--- src/rtl/fp_mult_seq_ctrl.sv ---
// Sequential single-precision multiplier: shift-and-add mantissa loop over one
// shared 25-bit adder, exponent handled by one shared 10-bit adder.
module fp_mult_seq_ctrl #(
  parameter int unsigned EXP_BIAS = 127
) (
  input  logic        clk,
  input  logic        rst_n,
  input  logic        in_valid,
  output logic        in_ready,
  input  logic [31:0] a,
  input  logic [31:0] b,
  output logic        out_valid,
  input  logic        out_ready,
  output logic [31:0] result,
  output logic        busy
);

  localparam int unsigned MANT_W = 24;
  localparam int unsigned ACC_W  = 25;
  localparam int unsigned EXP_W  = 10;
  localparam int unsigned CNT_W  = 5;
  localparam logic [CNT_W-1:0] LAST_ITER = CNT_W'(MANT_W - 1);
  localparam logic [EXP_W-1:0] EXP_K     = EXP_W'((1024 - EXP_BIAS) % 1024);
  localparam logic [31:0]      QNAN      = 32'h7FC0_0000;

  typedef enum logic [2:0] {S_IDLE, S_EXP, S_MUL, S_NORM, S_DONE} state_t;

  state_t            state_q;
  logic              sign_q;
  logic [7:0]        ea_q, eb_q;
  logic [MANT_W-1:0] ma_q, mb_q, q_q;
  logic [ACC_W-1:0]  acc_q;
  logic [CNT_W-1:0]  cnt_q;
  logic [EXP_W-1:0]  e_q;
  logic              spec_q;
  logic [31:0]       spec_res_q;
  logic              in_ready_q, out_valid_q, busy_q;
  logic [31:0]       result_q;

  logic              spec_d;
  logic [31:0]       spec_res_d;
  logic [ACC_W-1:0]  sum_d;
  logic [EXP_W-1:0]  exp_x, exp_y, exp_k, exp_d;
  logic [22:0]       frac_d;
  logic [31:0]       norm_res_d;

  // Operand classification on the incoming pair; NaN and inf*0 win over inf, inf over zero.
  always_comb begin
    logic a_max, b_max, a_nan, b_nan, a_inf, b_inf, a_zero, b_zero, sgn;
    a_max  = &a[30:23];
    b_max  = &b[30:23];
    a_nan  = a_max & (|a[22:0]);
    b_nan  = b_max & (|b[22:0]);
    a_inf  = a_max & ~(|a[22:0]);
    b_inf  = b_max & ~(|b[22:0]);
    a_zero = (a[30:23] == 8'h00);
    b_zero = (b[30:23] == 8'h00);
    sgn    = a[31] ^ b[31];
    spec_d     = 1'b1;
    spec_res_d = 32'h0;
    if (a_nan || b_nan || (a_inf && b_zero) || (b_inf && a_zero)) begin
      spec_res_d = QNAN;
    end else if (a_inf || b_inf) begin
      spec_res_d = {sgn, 8'hFF, 23'h0};
    end else if (a_zero || b_zero) begin
      spec_res_d = {sgn, 31'h0};
    end else begin
      spec_d = 1'b0;
    end
  end

  assign sum_d = {1'b0, acc_q[MANT_W-1:0]} + {1'b0, ma_q};

  // Shared exponent adder: biased sum in EXP, normalisation increment otherwise.
  always_comb begin
    exp_x = e_q;
    exp_y = '0;
    exp_k = {{(EXP_W-1){1'b0}}, acc_q[MANT_W-1]};
    if (state_q == S_EXP) begin
      exp_x = {2'b00, ea_q};
      exp_y = {2'b00, eb_q};
      exp_k = EXP_K;
    end
    exp_d = exp_x + exp_y + exp_k;
  end

  // Product P = {acc[23:0], q}; P[47] selects which 23 bits form the fraction.
  always_comb begin
    frac_d = acc_q[MANT_W-1] ? acc_q[22:0] : {acc_q[21:0], q_q[MANT_W-1]};
    if ($signed(exp_d) >= $signed(10'd255)) begin
      norm_res_d = {sign_q, 8'hFF, 23'h0};
    end else if ($signed(exp_d) <= $signed(10'd0)) begin
      norm_res_d = {sign_q, 31'h0};
    end else begin
      norm_res_d = {sign_q, exp_d[7:0], frac_d};
    end
  end

  always_ff @(posedge clk or negedge rst_n) begin
    if (!rst_n) begin
      state_q     <= S_IDLE;
      sign_q      <= 1'b0;
      ea_q        <= '0;
      eb_q        <= '0;
      ma_q        <= '0;
      mb_q        <= '0;
      q_q         <= '0;
      acc_q       <= '0;
      cnt_q       <= '0;
      e_q         <= '0;
      spec_q      <= 1'b0;
      spec_res_q  <= '0;
      in_ready_q  <= 1'b1;
      out_valid_q <= 1'b0;
      busy_q      <= 1'b0;
      result_q    <= '0;
    end else begin
      case (state_q)
        S_IDLE: begin
          if (in_valid && in_ready_q) begin
            sign_q     <= a[31] ^ b[31];
            ma_q       <= {1'b1, a[22:0]};
            mb_q       <= {1'b1, b[22:0]};
            ea_q       <= a[30:23];
            eb_q       <= b[30:23];
            spec_q     <= spec_d;
            spec_res_q <= spec_res_d;
            in_ready_q <= 1'b0;
            busy_q     <= 1'b1;
            state_q    <= S_EXP;
          end
        end
        S_EXP: begin
          if (spec_q) begin
            result_q    <= spec_res_q;
            out_valid_q <= 1'b1;
            state_q     <= S_DONE;
          end else begin
            e_q     <= exp_d;
            acc_q   <= '0;
            q_q     <= mb_q;
            cnt_q   <= '0;
            state_q <= S_MUL;
          end
        end
        S_MUL: begin
          if (q_q[0]) begin
            acc_q <= {1'b0, sum_d[ACC_W-1:1]};
            q_q   <= {sum_d[0], q_q[MANT_W-1:1]};
          end else begin
            acc_q <= {1'b0, acc_q[ACC_W-1:1]};
            q_q   <= {acc_q[0], q_q[MANT_W-1:1]};
          end
          cnt_q <= cnt_q + CNT_W'(1);
          if (cnt_q == LAST_ITER) state_q <= S_NORM;
        end
        S_NORM: begin
          e_q         <= exp_d;
          result_q    <= norm_res_d;
          out_valid_q <= 1'b1;
          state_q     <= S_DONE;
        end
        S_DONE: begin
          if (out_ready) begin
            out_valid_q <= 1'b0;
            in_ready_q  <= 1'b1;
            busy_q      <= 1'b0;
            state_q     <= S_IDLE;
          end
        end
        default: state_q <= S_IDLE;
      endcase
    end
  end

  assign in_ready  = in_ready_q;
  assign out_valid = out_valid_q;
  assign result    = result_q;
  assign busy      = busy_q;

endmodule

--- config.mk ---
export PLATFORM = sky130hd
export DESIGN_NAME = fp_mult_seq_ctrl
export DESIGN_NICKNAME = d
export VERILOG_FILES = /design/src/rtl/fp_mult_seq_ctrl.sv
export SDC_FILE = /design/constraint.sdc
export NUM_CORES = 1
export LEC_CHECK = 0
export CAP_MARGIN = 20
export CORE_ASPECT_RATIO = 1.2
export CORE_UTILIZATION = 50
export DETAILED_ROUTE_END_ITERATION = 8
export DONT_BUFFER_PORTS = 1
export PLACE_DENSITY = 0.61
export SLEW_MARGIN = 10
export SYNTH_ARGS = -nofsm -noshare
export SYNTH_HDL_FRONTEND = slang
export SYNTH_SLANG_ARGS = --single-unit
--- constraint.sdc ---
create_clock -name clk -period 5.4 [get_ports clk]
set_input_delay 0.54 -clock clk [delete_from_list [all_inputs] [get_ports clk]]
set_output_delay 0.54 -clock clk [all_outputs]
set_load 0.02 [all_outputs]
---- After elaboration in Yosys (flattened, before gate mapping) ----
Cells that the tools add are included.
W data, S select, Z words.
operators by class
  add/sub/neg operators ................... 4
  bitwise operators ....................... 7
  reduce and logical (&&, ||, !) cells .... 26
  $mul .................................... 0
  equality and inequality tests ........... 10
  magnitude comparators ................... 2
  mux-type cells .......................... 37
  shifts and indexed selects .............. 0
  div/mod/pow operators ................... 0
operators with widths
  kind                   count
  $mux W32               4
  $mux W24               3
  $pmux W32 S2           1
  $mux W31               2
  $pmux W25 S2           1
  $pmux W24 S2           1
  $reduce_or A23 Y1      2
  $mux W10               3
  $add A24 B24 Y25       1
  $mux W25               1
  $mux W23               1
  $add A10 B10 Y10       2
  $pmux W10 S2           1
  $logic_not A8 Y1       2
  $reduce_and A8 Y1      2
  $pmux W3 S5            1
  $mux W3                4
  $ge A10 B9 Y1 const B  1
  $le A10 B1 Y1 const B  1
  $ne A2 B2 Y1 const B   5
  $pmux W5 S2            1
  $reduce_and A3 Y1      3
  $mux W1                8
  $mux W8                1
  17 further kinds       34
word-level totals
  bits in registers ....................... 200
  ROM bits ................................ 0
  word-level logic and storage cells ...... 102
  memories ................................ 0
  RAM bits ................................ 0
  bits in latches ......................... 0

---- Logic depth before layout (Yosys ltp) ----
  depth after elaboration ................. 8
  depth in mapped cells ................... 18
  gate-level depth less buffers ........... 14

---- Worst setup path before layout ----
OpenSTA, ideal clock, no wires.
  kind .................................... reg2reg
  start point ............................. reg state_q[2]
  end point ............................... reg result_q[3], in the netlist result[3]
  cell stages (with the launch flop) ...... 19
  arrival ................................. 4.118 ns
  setup slack ............................. 1.205 ns
  required time ........................... 5.324 ns
  period minus slack after synthesis ...... 4.195 ns
  setup time .............................. 0.076 ns
  buffers on the path ..................... 4
  cell sequence ........................... dfrtp_1 > buf_2 > nand2b_1 > buf_2 > nor2_1 > clkbuf_1 > mux2_2 > ha_1 > ha_1 > inv_1 > fa_1 > nand2b_1 > a21oi_1 > o21ai_0 > o21ai_0 > xnor2_1 > or4b_4 > buf_6 > o21ai_1
on the way
  cells in the longest elaborated chain, start to end .. 8
RTL lines
  item                                        line     text
  start: declaration                          28       state_t state_q;
  start signal: assignment                    101      state_q <= S_IDLE;
  start signal: assignment                    130      state_q <= S_EXP;
  start signal: assignment                    137      state_q <= S_DONE;
  $eq A3 B1 Y1                                79, 118
  $mux W10 / $mux W8 (equally long branches)  79       if (state_q == S_EXP) begin
  $add A10 B10 Y10 (2 in a row)               84       exp_d = exp_x + exp_y + exp_k;
  $le A10 B1 Y1                               92       end else if ($signed(exp_d) <= $signed(10'd0)) begin
  $mux W31                                    92
  $mux W31                                    90       if ($signed(exp_d) >= $signed(10'd255)) begin
  $pmux W32 S2                                118      case (state_q)
  end signal: assignment                      135      result_q <= spec_res_q;
  end signal: assignment                      159      result_q <= norm_res_d;
  end: declaration                            38       logic [31:0] result_q;
Several ways; a longest one is shown, not always the timed one.
A chain may end at the register's enable or synchronous reset.

---- Final worst setup path ----
  start point ............................. reg state_q[2]
  end point ............................... reg result_q[22], in the netlist result[22]
Same word-level chain as after synthesis.

==> metrics <==
Layout Cell Area excl Fill=9940 sq um; number of antenna violations at the first check in global routing=0; die extent in y=149.7 um; number of enable flip-flop cells after synthesis=0; most heavily used metal layer in global routing=met2; P per Cell Area=258.5 nW/um^2; top fanout value on the critical path=23; Rows=53; Post-CTS Repair Setup Buffers=0; via count normalized by instance count=6.137; Post-Syn Area=9089 sq um; global-route wire length before repair=35250 um; sequential share of the synthesized area=46.54%; worst hold path class=in -> async; number of register bits inferred by synthesis=169; net count after synthesis=986; Starting Density=51.53%; routed length per instance=19.73 um; number of vias in the routed layout=6720; number of clock sinks=169; Synth top cells by count=sky130_fd_sc_hd__dfrtp_1 (168), sky130_fd_sc_hd__nand2_1 (115), sky130_fd_sc_hd__mux2_2 (82), sky130_fd_sc_hd__a21oi_1 (45), sky130_fd_sc_hd__nor2_1 (43); total leakage power=0.004689 uW; Critical Setup Path Class=reg -> reg; number of top-level design ports=103; post-synthesis average cell area=10.39 sq um; die width=125.1 um; top cells by area in the synthesized netlist=sky130_fd_sc_hd__dfrtp_1 (46%), sky130_fd_sc_hd__mux2_2 (10%), sky130_fd_sc_hd__ha_1 (5.4%), sky130_fd_sc_hd__nand2_1 (4.7%), sky130_fd_sc_hd__mux2i_1 (3.2%); clk_lat worst skew=0.44 ns; wirelength, routed=21610 um; critical path data arrival time=4.87 ns; pin count of the biggest net entering global routing=170; Placement Cell Area=9278 sq um; normalized max-slew margin=34.45%; CTS H-tree lvls=4; maxcap violations=0; final cycle utilization of the critical path=84.01%; buffers added on ports=0; met3 GRT Util=6.114%; critical path endpoint category=flop; most common cell in the synthesized netlist=sky130_fd_sc_hd__dfrtp_1; number of buffers inserted during clock tree synthesis=17; via count of the first global-routing pass=6835; initial drt markers=463; count of different cell masters after synthesis=64; startpoint type of the worst setup path=flop; TritonCTS clock tree=built; CTS Buffer Depth=2; top-area cell type share of the netlist area=46.26%; violated checks=design-rule violations; Synth area leader=sky130_fd_sc_hd__dfrtp_1; core region area=17640 sq um; pins over their slew limit=0; Global Route met1 Usage=29.74%; share of synthesized registers carrying an async set or reset=100.0%; number of instances in the synthesized netlist=875; half-perimeter wire length after placement=15220 um; number of warnings reported in the yosys synthesis log=0; grt ovf=0; run status=complete, but fails checks; number of nets with antenna violations after routing=0; final-stage net count=973; clock period minus worst slack=4.537 ns; top_reg_cell synth=sky130_fd_sc_hd__dfrtp_1; total die area=18720 sq um; cell at the root of the clock tree=sky130_fd_sc_hd__clkbuf_16; Total GRT Usage=24.36%; global-route track usage on met2=40.87%; ratio of cells with drive above 1 in the final layout=18.29%; final RePlAce weighted congestion=0.9046; total setup violations reported at the end of the flow=0; clock skew=0.01475 ns; RSZ-0062 raised after global routing=no; Initial DRT Pass Iterations=9; achievable frequency=0.2204 GHz; total inserted antenna cells=0; DRC violations left=10; Layout area overhead=9.361%; clock-pin slew of the registers on the worst-case setup and hold paths=0.07 ns; critical path required time=5.73 ns; Worst Tran Pin Value=0.9822 ns; final total negative setup slack=0 ns; Max VDD drop=207.1 uV; Fin. Hold Viols=0
final timing paths:
path                       startpoint         end  slack (ns)  depth (start not counted)
max in group asynchronous       rst_n      q_q[5]        4.62                          1
setup / recovery           state_q[2]  result[22]        0.86                         15
setup reg to reg           state_q[2]  result[22]        0.86                         15
hold / removal                  rst_n  result[10]        0.10                          1
hold reg to reg                q_q[3]      q_q[3]        0.49                          2
min in group clk            out_ready  state_q[2]        0.22                          1
state kept, by name, indices dropped and copies added (netlist names), 5 cells and up:
| name | cells |
|---|---|
| q_q | 24 |
| e_q | 10 |
| ea_q | 8 |
| eb_q | 8 |
| ma_q | 24 |
| result | 32 |
| acc_q | 24 |
| cnt_q | 5 |
| mb_q | 23 |
metal layers:
metal	wire (um)	vias to the layer above	part of all wire [%]
met4	590	0	2.7
met1	9157	3327	42
met5	0	-	0
met2	10750	160	50
li1	-	3193	-
met3	1104	40	5.1
where the power goes:
group          internal, uW  switching [uW]
sequential             1260               0
combinational          5.16            25.9
clock                   675             598
total                  1940             624
stage by stage:
step / total power [uW] / setup slack [ns] / utilization, % / hold slack [ns] / instances
finish: 2569 / 0.8633 / 56.35 / 0.1000 / 1095
global route: 2655 / 0.4900 / 56.35 / 0.1990 / 1095
CTS: 2605 / 0.8419 / 56.31 / 0.1671 / 1094
detailed placement: 1295 / 0.8043 / 52.60 / 0.2484 / 1061
global placement: 1295 / 0.9712 / 52.60 / 0.2500 / 1061
floorplan: 1294 / 1.205 / - / 0.2444 / 875
final cells by class:
class                   count  area (sq um)
clock inverters            15         201.4
fillers                  1517          7700
inverters                  19         71.32
repair buffers             12         110.1
flip-flops and latches    169          4230
well taps                 220         275.3
clock buffers              17         425.4
multi-input cells         643          4626
what timing repair did:
| item | in CTS | in global routing |
|---|---|---|
| hold buffers | 1 | 0 |
| gates resized for setup | 0 | 0 |
| hold endpoints to repair | 169 | 0 |
cells by family (layout without fill, tap and decap cells):
| group | count (synthesis) | count (layout) | synth area share [%] |
|---|---|---|---|
| DFF | 169 | 169 | 46.54 |
| muxes | 111 | 111 | 13.35 |
| buffers and inverters | 63 | 63 | 2.850 |
| AOI/OAI and AO/OA | 216 | 216 | 16.19 |
| adders and majority gates | 43 | 43 | 6.250 |
| and+or+nand+nor | 256 | 256 | 13.17 |
| xor gates and xnor gates | 17 | 17 | 1.638 |
placed cells by master, fill, tap and decap left out, drive strengths merged, types with 6 or more instances in the layout:
cell	count
dfrtp	168
nand2	115
mux2	82
o21ai	63
a21oi	45
nor2	43
ha	39
mux2i	29
a22oi	26
inv	26
nand3	17
clkbuf	17
nor4	17
and3	13
xnor2	13
buf	12
nor3	11
a31oi	10
nand4	10
o211ai	9
a221o	9
a21o	7
o21a	6
a32oi	6
or3	6
or2	6
nor2b	6
nand2b	6
clkinv	6
critical path, stage by stage, from the launching register on:
cell and delay, ns:
sky130_fd_sc_hd__dfrtp_1 0.51, sky130_fd_sc_hd__nand2b_1 0.32, sky130_fd_sc_hd__nor2_1 0.15, sky130_fd_sc_hd__buf_4 0.22, sky130_fd_sc_hd__mux2_2 0.36, sky130_fd_sc_hd__ha_1 0.28
sky130_fd_sc_hd__ha_1 0.19, sky130_fd_sc_hd__inv_1 0.07, sky130_fd_sc_hd__fa_1 0.39, sky130_fd_sc_hd__nand2b_1 0.17, sky130_fd_sc_hd__a21oi_1 0.16, sky130_fd_sc_hd__o21ai_0 0.12
sky130_fd_sc_hd__o21ai_0 0.24, sky130_fd_sc_hd__xnor2_1 0.15, sky130_fd_sc_hd__or4b_4 0.78, sky130_fd_sc_hd__a221oi_1 0.31
Note: power is estimated with default switching activity, not from simulation.
